### src/rtl/hazard_issue_seq_if.sv
// Handshake bundle between the program window, the hazard issue stage and ID.
// The master side supplies programs and the ID ready; the slave side is the issue stage.
interface hazard_issue_seq_if #(
  parameter int N_INSTR = 8
);
  logic                   prog_valid;
  logic                   prog_ready;
  logic [8*N_INSTR-1:0]   prog_bits;
  logic                   issue_ready;
  logic                   issue_valid;
  logic [7:0]             issue_instr;
  logic                   issue_bubble;
  logic                   done;
  logic [7:0]             stall_count;

  modport master (
    output prog_valid, prog_bits, issue_ready,
    input  prog_ready, issue_valid, issue_instr, issue_bubble, done, stall_count
  );

  modport slave (
    input  prog_valid, prog_bits, issue_ready,
    output prog_ready, issue_valid, issue_instr, issue_bubble, done, stall_count
  );
endinterface

### src/rtl/hazard_issue_seq.sv
// Issue stage for the 8-bit 5-stage core: takes one packed program, issues one slot per
// cycle to ID and inserts noop bubbles while a source register is still in flight.
module hazard_issue_seq #(
  parameter int N_INSTR = 8,
  parameter int HAZ_WIN = 2
) (
  input logic               clk,
  input logic               rst_n,
  hazard_issue_seq_if.slave bus
);
  localparam int PcW  = $clog2(N_INSTR + 1);
  localparam int IdxW = (N_INSTR > 1) ? $clog2(N_INSTR) : 1;

  typedef enum logic [1:0] {IDLE, ISSUE, DONE} stateT;

  stateT                    state, nextState;
  logic [7:0]               progArr [N_INSTR];
  logic [PcW-1:0]           pc;
  logic [HAZ_WIN-1:0]       sbValid, shValid;
  logic [HAZ_WIN-1:0][2:0]  sbDest, shDest;
  logic [7:0]               issueInstr, stallCount, candidate;
  logic [3:0]               newest;
  logic                     issueBubble, hazard, accept, progAccept, lastSlot;
  logic                     readA, readB;

  // Destination of an instruction as {valid, reg}; r0 never counts as a destination.
  function automatic logic [3:0] destOf(input logic [7:0] ins);
    destOf = 4'h0;
    if ((ins[7:6] == 2'b01 || ins[7:6] == 2'b11) && ins[5:3] != 3'b000)
      destOf = {1'b1, ins[5:3]};
  endfunction

  // State register
  always_ff @(posedge clk or negedge rst_n) begin
    if (!rst_n) state <= IDLE;
    else        state <= nextState;
  end

  // Next-state and handshake outputs
  always_comb begin
    nextState       = state;
    progAccept      = 1'b0;
    accept          = 1'b0;
    bus.prog_ready  = 1'b0;
    bus.issue_valid = 1'b0;
    bus.done        = 1'b0;
    case (state)
      IDLE: begin
        bus.prog_ready = 1'b1;
        if (bus.prog_valid) begin
          progAccept = 1'b1;
          nextState  = ISSUE;
        end
      end
      ISSUE: begin
        bus.issue_valid = 1'b1;
        if (bus.issue_ready) begin
          accept = 1'b1;
          if (lastSlot) nextState = DONE;
        end
      end
      DONE: begin
        bus.done  = 1'b1;
        nextState = IDLE;
      end
      default: nextState = IDLE;
    endcase
  end

  // pc names the next candidate, so the slot holding the final instruction is up once pc == N_INSTR.
  assign lastSlot = (pc == PcW'(N_INSTR));

  // Hazard test runs against the scoreboard as it will look after the current slot retires into it.
  always_comb begin
    newest     = issueBubble ? 4'h0 : destOf(issueInstr);
    shValid[0] = newest[3];
    shDest[0]  = newest[2:0];
    for (int k = 1; k < HAZ_WIN; k++) begin
      shValid[k] = sbValid[k-1];
      shDest[k]  = sbDest[k-1];
    end
    candidate = (pc < PcW'(N_INSTR)) ? progArr[pc[IdxW-1:0]] : 8'h00;
    readA     = (candidate[7:6] == 2'b01) || (candidate[7:6] == 2'b10);
    readB     = (candidate[7:6] != 2'b00);
    hazard    = 1'b0;
    for (int k = 0; k < HAZ_WIN; k++) begin
      if (shValid[k] && ((readA && candidate[5:3] == shDest[k]) ||
                         (readB && candidate[2:0] == shDest[k])))
        hazard = 1'b1;
    end
  end

  // Program store, issue slot, scoreboard and stall counter
  always_ff @(posedge clk or negedge rst_n) begin
    if (!rst_n) begin
      for (int i = 0; i < N_INSTR; i++) progArr[i] <= 8'h00;
      issueInstr  <= 8'h00;
      issueBubble <= 1'b0;
      pc          <= '0;
      sbValid     <= '0;
      sbDest      <= '0;
      stallCount  <= 8'h00;
    end else if (progAccept) begin
      for (int i = 0; i < N_INSTR; i++) progArr[i] <= bus.prog_bits[8*(N_INSTR-i)-1 -: 8];
      issueInstr  <= bus.prog_bits[8*N_INSTR-1 -: 8];
      issueBubble <= 1'b0;
      pc          <= PcW'(1);
      sbValid     <= '0;
      sbDest      <= '0;
      stallCount  <= 8'h00;
    end else if (accept) begin
      sbValid <= shValid;
      sbDest  <= shDest;
      if (!lastSlot) begin
        if (hazard) begin
          issueInstr  <= 8'h00;
          issueBubble <= 1'b1;
          if (stallCount != 8'hFF) stallCount <= stallCount + 8'd1;
        end else begin
          issueInstr  <= candidate;
          issueBubble <= 1'b0;
          pc          <= pc + PcW'(1);
        end
      end
    end
  end

  assign bus.issue_instr  = issueInstr;
  assign bus.issue_bubble = issueBubble;
  assign bus.stall_count  = stallCount;
endmodule

### src/flat_wrapper.sv
// flat-port wrapper written by rule: the top's interface ports become plain ports
module hazard_issue_seq_flat 
#(
  parameter int N_INSTR = 8,
  parameter int HAZ_WIN = 2
)
  (clk, rst_n, bus_prog_valid, bus_prog_bits, bus_issue_ready, bus_prog_ready, bus_issue_valid, bus_issue_instr, bus_issue_bubble, bus_done, bus_stall_count);
  hazard_issue_seq_if #(.N_INSTR(N_INSTR)) bus_i ();
  input logic clk;
  input logic rst_n;
  input wire logic [$bits(bus_i.prog_valid)-1:0] bus_prog_valid;
  input wire logic [$bits(bus_i.prog_bits)-1:0] bus_prog_bits;
  input wire logic [$bits(bus_i.issue_ready)-1:0] bus_issue_ready;
  output wire logic [$bits(bus_i.prog_ready)-1:0] bus_prog_ready;
  output wire logic [$bits(bus_i.issue_valid)-1:0] bus_issue_valid;
  output wire logic [$bits(bus_i.issue_instr)-1:0] bus_issue_instr;
  output wire logic [$bits(bus_i.issue_bubble)-1:0] bus_issue_bubble;
  output wire logic [$bits(bus_i.done)-1:0] bus_done;
  output wire logic [$bits(bus_i.stall_count)-1:0] bus_stall_count;
  assign bus_i.prog_valid = bus_prog_valid;
  assign bus_i.prog_bits = bus_prog_bits;
  assign bus_i.issue_ready = bus_issue_ready;
  assign bus_prog_ready = bus_i.prog_ready;
  assign bus_issue_valid = bus_i.issue_valid;
  assign bus_issue_instr = bus_i.issue_instr;
  assign bus_issue_bubble = bus_i.issue_bubble;
  assign bus_done = bus_i.done;
  assign bus_stall_count = bus_i.stall_count;
  hazard_issue_seq #(.N_INSTR(N_INSTR), .HAZ_WIN(HAZ_WIN)) u_core (.clk(clk), .rst_n(rst_n), .bus(bus_i));
endmodule
### config.mk
export PLATFORM = sky130hd
export DESIGN_NAME = hazard_issue_seq_flat
export DESIGN_NICKNAME = d
export VERILOG_FILES = /design/src/rtl/hazard_issue_seq_if.sv /design/src/rtl/hazard_issue_seq.sv /design/src/flat_wrapper.sv
export SDC_FILE = /design/constraint.sdc
export NUM_CORES = 1
export LEC_CHECK = 0
export CORE_AREA = 10 10 105 107
export CTS_BUF_LIST = sky130_fd_sc_hd__clkbuf_16
export DETAILED_ROUTE_END_ITERATION = 6
export DIE_AREA = 0 0 115 117
export PLACE_DENSITY = 0.77
export SETUP_SLACK_MARGIN = 0.02
export SYNTH_ARGS = -nofsm -noshare
export SYNTH_HDL_FRONTEND = slang
export SYNTH_SLANG_ARGS = --single-unit
### constraint.sdc
create_clock -name clk -period 4.2 [get_ports clk]
set_input_delay 0.84 -clock clk [delete_from_list [all_inputs] [get_ports clk]]
set_output_delay 0.84 -clock clk [all_outputs]
set_load 0.005 [all_outputs]
==> results of run 1 <==
-- per-layer routing --
| layer | GRT usage | up-vias |
|---|---|---|
| met5 | 0 | - |
| met4 | 0.06353 | 0 |
| met3 | 0.04995 | 21 |
| met2 | 0.2688 | 158 |
| met1 | 0.2172 | 1719 |
| li1 | - | 1689 |
-- cell usage after synthesis, types with 4 or more instances --
| cell | n | area share |
|---|---|---|
| nor2_1 | 16 | 0.014 |
| a22oi_1 | 5 | 0.0085 |
| o211ai_1 | 4 | 0.0068 |
| ha_1 | 4 | 0.011 |
| xnor2_1 | 7 | 0.014 |
| nor3_1 | 4 | 0.0046 |
| nand2_1 | 208 | 0.18 |
| xor2_1 | 7 | 0.014 |
| o21ai_1 | 7 | 0.0080 |
| clkbuf_1 | 23 | 0.020 |
| nand3_1 | 5 | 0.0057 |
| a21oi_1 | 13 | 0.015 |
| dfrtp_1 | 91 | 0.52 |
| mux4_2 | 16 | 0.082 |
| mux2i_1 | 4 | 0.0091 |
| nand3b_1 | 5 | 0.0085 |
-- path summary, 6_finish.rpt --
path	endpoint	start	slack, ns	depth (start not counted)
min	u_core.progArr[34]$_DFFE_PN0P_	u_core.progArr[34]$_DFFE_PN0P_	0.48	2
max reg2reg	u_core.pc[1]$_DFFE_PN0P_	u_core.pc[0]$_DFFE_PN0P_	0.80	11
max in group asynchronous	u_core.progArr[46]$_DFFE_PN0P_	rst_n	2.77	1
max	u_core.pc[1]$_DFFE_PN0P_	u_core.pc[0]$_DFFE_PN0P_	0.80	11
min reg2reg	u_core.progArr[34]$_DFFE_PN0P_	u_core.progArr[34]$_DFFE_PN0P_	0.48	2
min in group asynchronous	u_core.state[1]$_DFFE_PN0P_	rst_n	0.68	1
-- flip-flops by register name, indices dropped and copies added, names as in the netlist --
signal,flops
u_core.bus.issue_instr,8
u_core.bus.stall_count,8
u_core.pc,4
u_core.state,2
u_core.sbValid,1
u_core.sbDest,3
u_core.progArr,64
u_core.bus.issue_bubble,1
-- worst reg2reg max path: cells and delay by family (launching register included) --
family                     cells  cell delay, ns
buffers and inverters          1            0.33
DFF                            1            0.37
and+or+nand+nor                5            1.16
AOI/OAI and AO/OA              2            0.26
muxes                          2            0.91
adders and majority gates      1            0.25
-- kinds of logic (layout without fill, tap and decap cells) --
family                   count (synthesis)  in the layout  share of synthesized area
AND/OR/NAND/NOR                        257            257                     0.2390
XOR/XNOR                                14             14                    0.02792
AO/OA/AOI/OAI                           46             46                    0.07635
adder cells (fa/ha/maj)                  4              4                    0.01140
multiplexers                            23             23                    0.09886
buffers and inverters                   30            109                    0.02792
flip-flops                              91             91                     0.5185
-- power groups by stage --
| stage | logic, W | registers, W | clock network [W] |
|---|---|---|---|
| after floorplan | 0.00126 | 0.00141 | 0 |
| after global placement | 0.00155 | 0.00155 | 0 |
| after detailed placement | 0.00165 | 0.00156 | 0 |
| after CTS | 0.00166 | 0.00155 | 0.000804 |
| after global routing | 0.00186 | 0.00160 | 0.000844 |
| final | 0.00165 | 0.00156 | 0.000797 |
-- layout make-up --
type / count / area [µm²] / share of cell area
Sequential cell: 91 / 2277 / 0.4057
Multi-Input combinational cell: 344 / 1996 / 0.3556
Timing Repair Buffer: 91 / 898.4 / 0.1601
Clock buffer: 9 / 225.2 / 0.04012
Tap cell: 111 / 138.9 / 0.02474
Clock inverter: 6 / 66.31 / 0.01181
Inverter: 3 / 11.26 / 0.002006
-- per-stage QoR --
step                hold slack (ns)  cells  total power, W
floorplan                    0.4403    465        0.002670
global placement             0.4582    640        0.003108
detailed placement           0.4675    640        0.003209
CTS                          0.4823    655        0.004013
global route                 0.4908    655        0.004299
finish                       0.4809    655        0.004002
==> results.py, run 1 <==
metrics = {
    "run_status": {
        "status": "finished, final reports clean",
    },
    "route": {
        "highest_layer": "met4",
        "avgViaCountPerCell": 5.476,
        "wl_per_cell_um": 16.95,
        "routed-wl-met3_um": 1016,
        "num_vias": 3587,
        "wl_um": 11100,
        "first_pass_iters": 5,
        "met1_length_um": 4636,
        "drt_iter0_markers": 260,
        "ant_nets": 0,
        "wl_met2_um": 5223,
        "drc": 0,
    },
    "yosys": {
        "netlist_area_mm2": 0.004392,
        "synth_cells": 465,
        "syn_area_per_cell_um2": 9.445,
        "yosys_warnings": 0,
        "ys_types": 40,
        "synth-edff-count": 0,
        "synth_nets": 537,
        "async_flop_share": 1.000,
        "synth_seq_cells": 91,
        "synth_ff_type": "dfrtp_1",
        "synth_seq_area_share": 0.5185,
    },
    "final_layout": {
        "drive_above_1_share": 0.08272,
        "fill_cells": 731,
        "final_common_cell": "nand2_1",
        "postLayoutCellArea_mm2": 0.005613,
        "finalNetCount": 612,
        "num_antenna_cells": 0,
        "final_cell_mix": "nand2_1 (207), dfrtp_1 (91), clkdlybuf4s50_1 (86)",
        "fin_util": 0.6222,
        "synthToLayoutAreaGrowth_pct": 27.81,
    },
    "sta": {
        "hold_viol": 0,
        "setup_ws_ns": 0.8040,
        "fin_setup_tns_ns": 0,
        "slew_violations": 0,
        "skew_ns": 0.007803,
        "rsz0062_at_grt": "false",
        "worst_pin_slew_ns": 1.116,
        "min_period_over_period": 0.8086,
        "max_freq_mhz": 294.5,
        "setup_viol": 0,
        "period_needed_ns": 3.396,
        "slew_headroom": 0.2563,
    },
    "floorplan": {
        "die_area_mm2": 0.01346,
        "die_w_um": 115,
        "rows": 35,
        "ioPinCount": 88,
        "placeableCoreArea_mm2": 0.009021,
        "initial_core_util": 0.4868,
        "fp.dieH_um": 117,
    },
    "clocking": {
        "cts_tree": "built",
        "hold_buffers": 0,
        "postCtsSetupBuffers": 0,
        "cts_sinks": 91,
        "htree_levels": 3,
        "cts-root-buf": "clkbuf_16",
        "cts_resized": 0,
        "clockBufferDepth": 2,
        "insertion_delay_ns": 0.34,
        "clk_pin_slew_worst_paths_ns": 0.07,
        "cts_buffers": 9,
    },
    "place": {
        "dpl_cell_area_mm2": 0.005321,
        "io_buffers": 87,
        "dp_hpwl_um": 8228,
        "gp_congestion": 0.9704,
        "place_ws_ns": 0.8222,
    },
    "global_routing": {
        "grt_pass1_wl_um": 18350,
        "antenna_found_initial": 0,
        "grt_remaining_overflow": 0,
        "grt_max_degree": 92,
        "track_usage": 0.1703,
        "grt_pass1_vias": 3721,
    },
    "min_path": {
        "hp-class": "flop to flop",
    },
    "worst_setup_path": {
        "worstSetupPathType": "flop to flop",
        "arrival_ns": 3.62,
        "cp_cell_sequence": "buf_4 > mux4_2 > nand2_1 > a21o_1 > ha_1 > nand2_1 > or4_1 > o31ai_2 > nor2_2 > nand2_1 > mux2_1",
        "crit_required_ns": 4.42,
        "path_max_fanout": 22,
        "path_buf_inv": 1,
        "critPathTopFamily": "simple AND/OR/NAND/NOR gates",
        "critPathMaxStageDelay_ns": 0.68,
        "slowest_stage": "nor2_2",
        "cp-end-kind": "flop",
        "cpMostUsedCell": "nand2_1",
        "worst_setup_path_start_kind": "flop",
    },
    "flow_run": {
        "drv_cap": 0,
    },
    "pwr": {
        "p_leak_nw": 2.648,
        "pwr_density_cell_mw_per_mm2": 713.1,
        "switching_share": 0.3751,
        "intPower_w": 0.002501,
        "p_seq_frac": 0.389,
        "power_switching_w": 0.001501,
        "combPwrFrac": 0.412,
        "max-vdd-ir-drop_mv": 0.2665,
        "p_clk_frac": 0.199,
    },
}
Power figures use the tool's default switching activity.
==> inputs of run 2 (changes only) <==
==> constraint.sdc (replaced) <==
create_clock -name clk -period 3.4 [get_ports clk]
set_input_delay 0.68 -clock clk [delete_from_list [all_inputs] [get_ports clk]]
set_output_delay 0.68 -clock clk [all_outputs]
set_load 0.005 [all_outputs]
==> results.py, run 2 (same netlist as run 1, synthesis figures left out) <==
metrics = {
    "sta": {
        "rsz0062_at_grt": "false",
        "setup_ws_ns": 0.1960,
        "slew_violations": 0,
        "hold_viol": 0,
        "period_needed_ns": 3.204,
        "skew_ns": 0.006891,
        "setup_viol": 0,
        "timing.hold.ws_ns": 0.4805,
        "slew_headroom": 0.2485,
        "max_freq_mhz": 312.1,
        "min_period_over_period": 0.9423,
        "worst_pin_slew_ns": 1.127,
        "fin_setup_tns_ns": 0,
    },
    "clocking": {
        "insertion_delay_ns": 0.34,
        "clockBufferDepth": 2,
        "cts_buffers": 9,
        "cts_tree": "built",
        "cts_sinks": 91,
        "clk_pin_slew_worst_paths_ns": 0.07,
        "htree_levels": 3,
        "cts-root-buf": "clkbuf_16",
        "cts_resized": 0,
        "hold_buffers": 0,
        "postCtsSetupBuffers": 0,
    },
    "place": {
        "dpl.cell_count": 642,
        "place_ws_ns": 0.2396,
        "dp_hpwl_um": 8461,
        "io_buffers": 87,
        "gp_congestion": 0.9203,
    },
    "route": {
        "num_vias": 3597,
        "wl_um": 11810,
        "drt_iter0_markers": 258,
        "first_pass_iters": 5,
        "drc": 0,
        "avgViaCountPerCell": 5.467,
        "wl_per_cell_um": 17.95,
        "ant_nets": 0,
    },
    "worst_setup_path": {
        "crit_required_ns": 3.66,
        "path_max_fanout": 20,
        "cp_cell_sequence": "buf_12 > mux4_2 > a22oi_4 > xnor2_1 > or4_1 > o31ai_2 > nor2_2 > or4_1 > a21oi_1",
        "cpMostUsedCell": "or4_1",
        "cp-end-kind": "flop",
        "path_buf_inv": 1,
        "critPathTopFamily": "simple AND/OR/NAND/NOR gates",
        "critPathMaxStageDelay_ns": 0.56,
        "worst_setup_path_start_kind": "flop",
        "worstSetupPathType": "flop to flop",
        "slowest_stage": "or4_1",
        "arrival_ns": 3.46,
    },
    "pwr": {
        "power_w": 0.005043,
        "p_leak_nw": 2.682,
        "pwr_density_cell_mw_per_mm2": 889.8,
        "max-vdd-ir-drop_mv": 0.3670,
    },
    "final_layout": {
        "finalNetCount": 614,
        "final_cell_mix": "nand2_1 (207), dfrtp_1 (91), clkdlybuf4s50_1 (86)",
        "num_antenna_cells": 0,
        "fill_cells": 751,
        "drive_above_1_share": 0.08775,
        "largest_register": "u_core.progArr",
        "largest_reg_flops": 64,
        "synthToLayoutAreaGrowth_pct": 29.06,
        "final_common_cell": "nand2_1",
        "fin_cells": 658,
    },
    "global_routing": {
        "antenna_found_initial": 0,
        "track_usage": 0.1809,
        "grt_pass1_wl_um": 19350,
        "grt_max_degree": 92,
        "grt_pass1_vias": 3732,
        "grt_remaining_overflow": 0,
    },
    "min_path": {
        "hp-class": "flop to flop",
    },
    "run_status": {
        "status": "finished, final reports clean",
    },
    "floorplan": {
        "die_area_mm2": 0.01346,
        "placeableCoreArea_mm2": 0.009021,
        "die_w_um": 115,
        "rows": 35,
        "fp.dieH_um": 117,
        "ioPinCount": 88,
        "initial_core_util": 0.4868,
    },
    "flow_run": {
        "drv_cap": 0,
    },
}
-- run 2: cell count changes in the layout (fill, tap and decap cells not counted) --
cell / delta
clkinv_1: -1
inv_1: +1
buf_12: +3
buf_4: -1
clkinvlp_4: -1
clkinv_2: +2
-- run 2: final cells by class --
type                       instances  area (µm²)  area share
inverter                           3       11.26    0.001987
clock buffer                       9       225.2     0.03974
clock inverter                     7       68.82     0.01214
tap                              111       138.9     0.02450
multi-input combinational        344        1996      0.3521
timing repair buffer              93       950.9      0.1678
sequential                        91        2277      0.4018
-- run 2: path summary, 6_finish.rpt --
path                                           startpoint                                    end  slack (ns)  depth (start not counted)
setup / recovery                 u_core.pc[0]$_DFFE_PN0P_  u_core.bus.stall_count[5]$_DFFE_PN0P_        0.20                          9
hold / removal             u_core.progArr[57]$_DFFE_PN0P_         u_core.progArr[57]$_DFFE_PN0P_        0.48                          2
setup reg to reg                 u_core.pc[0]$_DFFE_PN0P_  u_core.bus.stall_count[5]$_DFFE_PN0P_        0.20                          9
hold reg to reg            u_core.progArr[57]$_DFFE_PN0P_         u_core.progArr[57]$_DFFE_PN0P_        0.48                          2
max in group asynchronous                           rst_n         u_core.progArr[29]$_DFFE_PN0P_        2.13                          1
min in group asynchronous                           rst_n  u_core.bus.stall_count[4]$_DFFE_PN0P_        0.57                          1
-- run 2: per-stage QoR --
stage	utilization	cell area [µm²]
floorplan	-	4392
global placement	0.5957	5374
detailed placement	0.5957	5374
CTS	0.6283	5668
global route	0.6283	5668
finish	0.6283	5668
-- run 2: worst reg2reg max path, cell delays in order (launching register included) --
cell,delay (ns)
dfrtp_1,0.41
buf_12,0.20
mux4_2,0.56
a22oi_4,0.26
xnor2_1,0.11
or4_1,0.56
o31ai_2,0.14
nor2_2,0.18
or4_1,0.55
a21oi_1,0.16
-- run 2: layer usage --
| layer | track usage | up-vias | wire, µm |
|---|---|---|---|
| li1 | - | 1690 | - |
| met4 | 0.06931 | 0 | 280 |
| met1 | 0.2296 | 1741 | 4996 |
| met5 | 0 | - | 0 |
| met3 | 0.05963 | 27 | 956 |
| met2 | 0.2812 | 139 | 5577 |
-- run 2: power breakdown --
part / total (W) / switching (W) / internal, W
combinational: 0.00210 / 0.00106 / 0.00103
sequential: 0.00196 / 0.000422 / 0.00154
clock: 0.000987 / 0.000419 / 0.000568
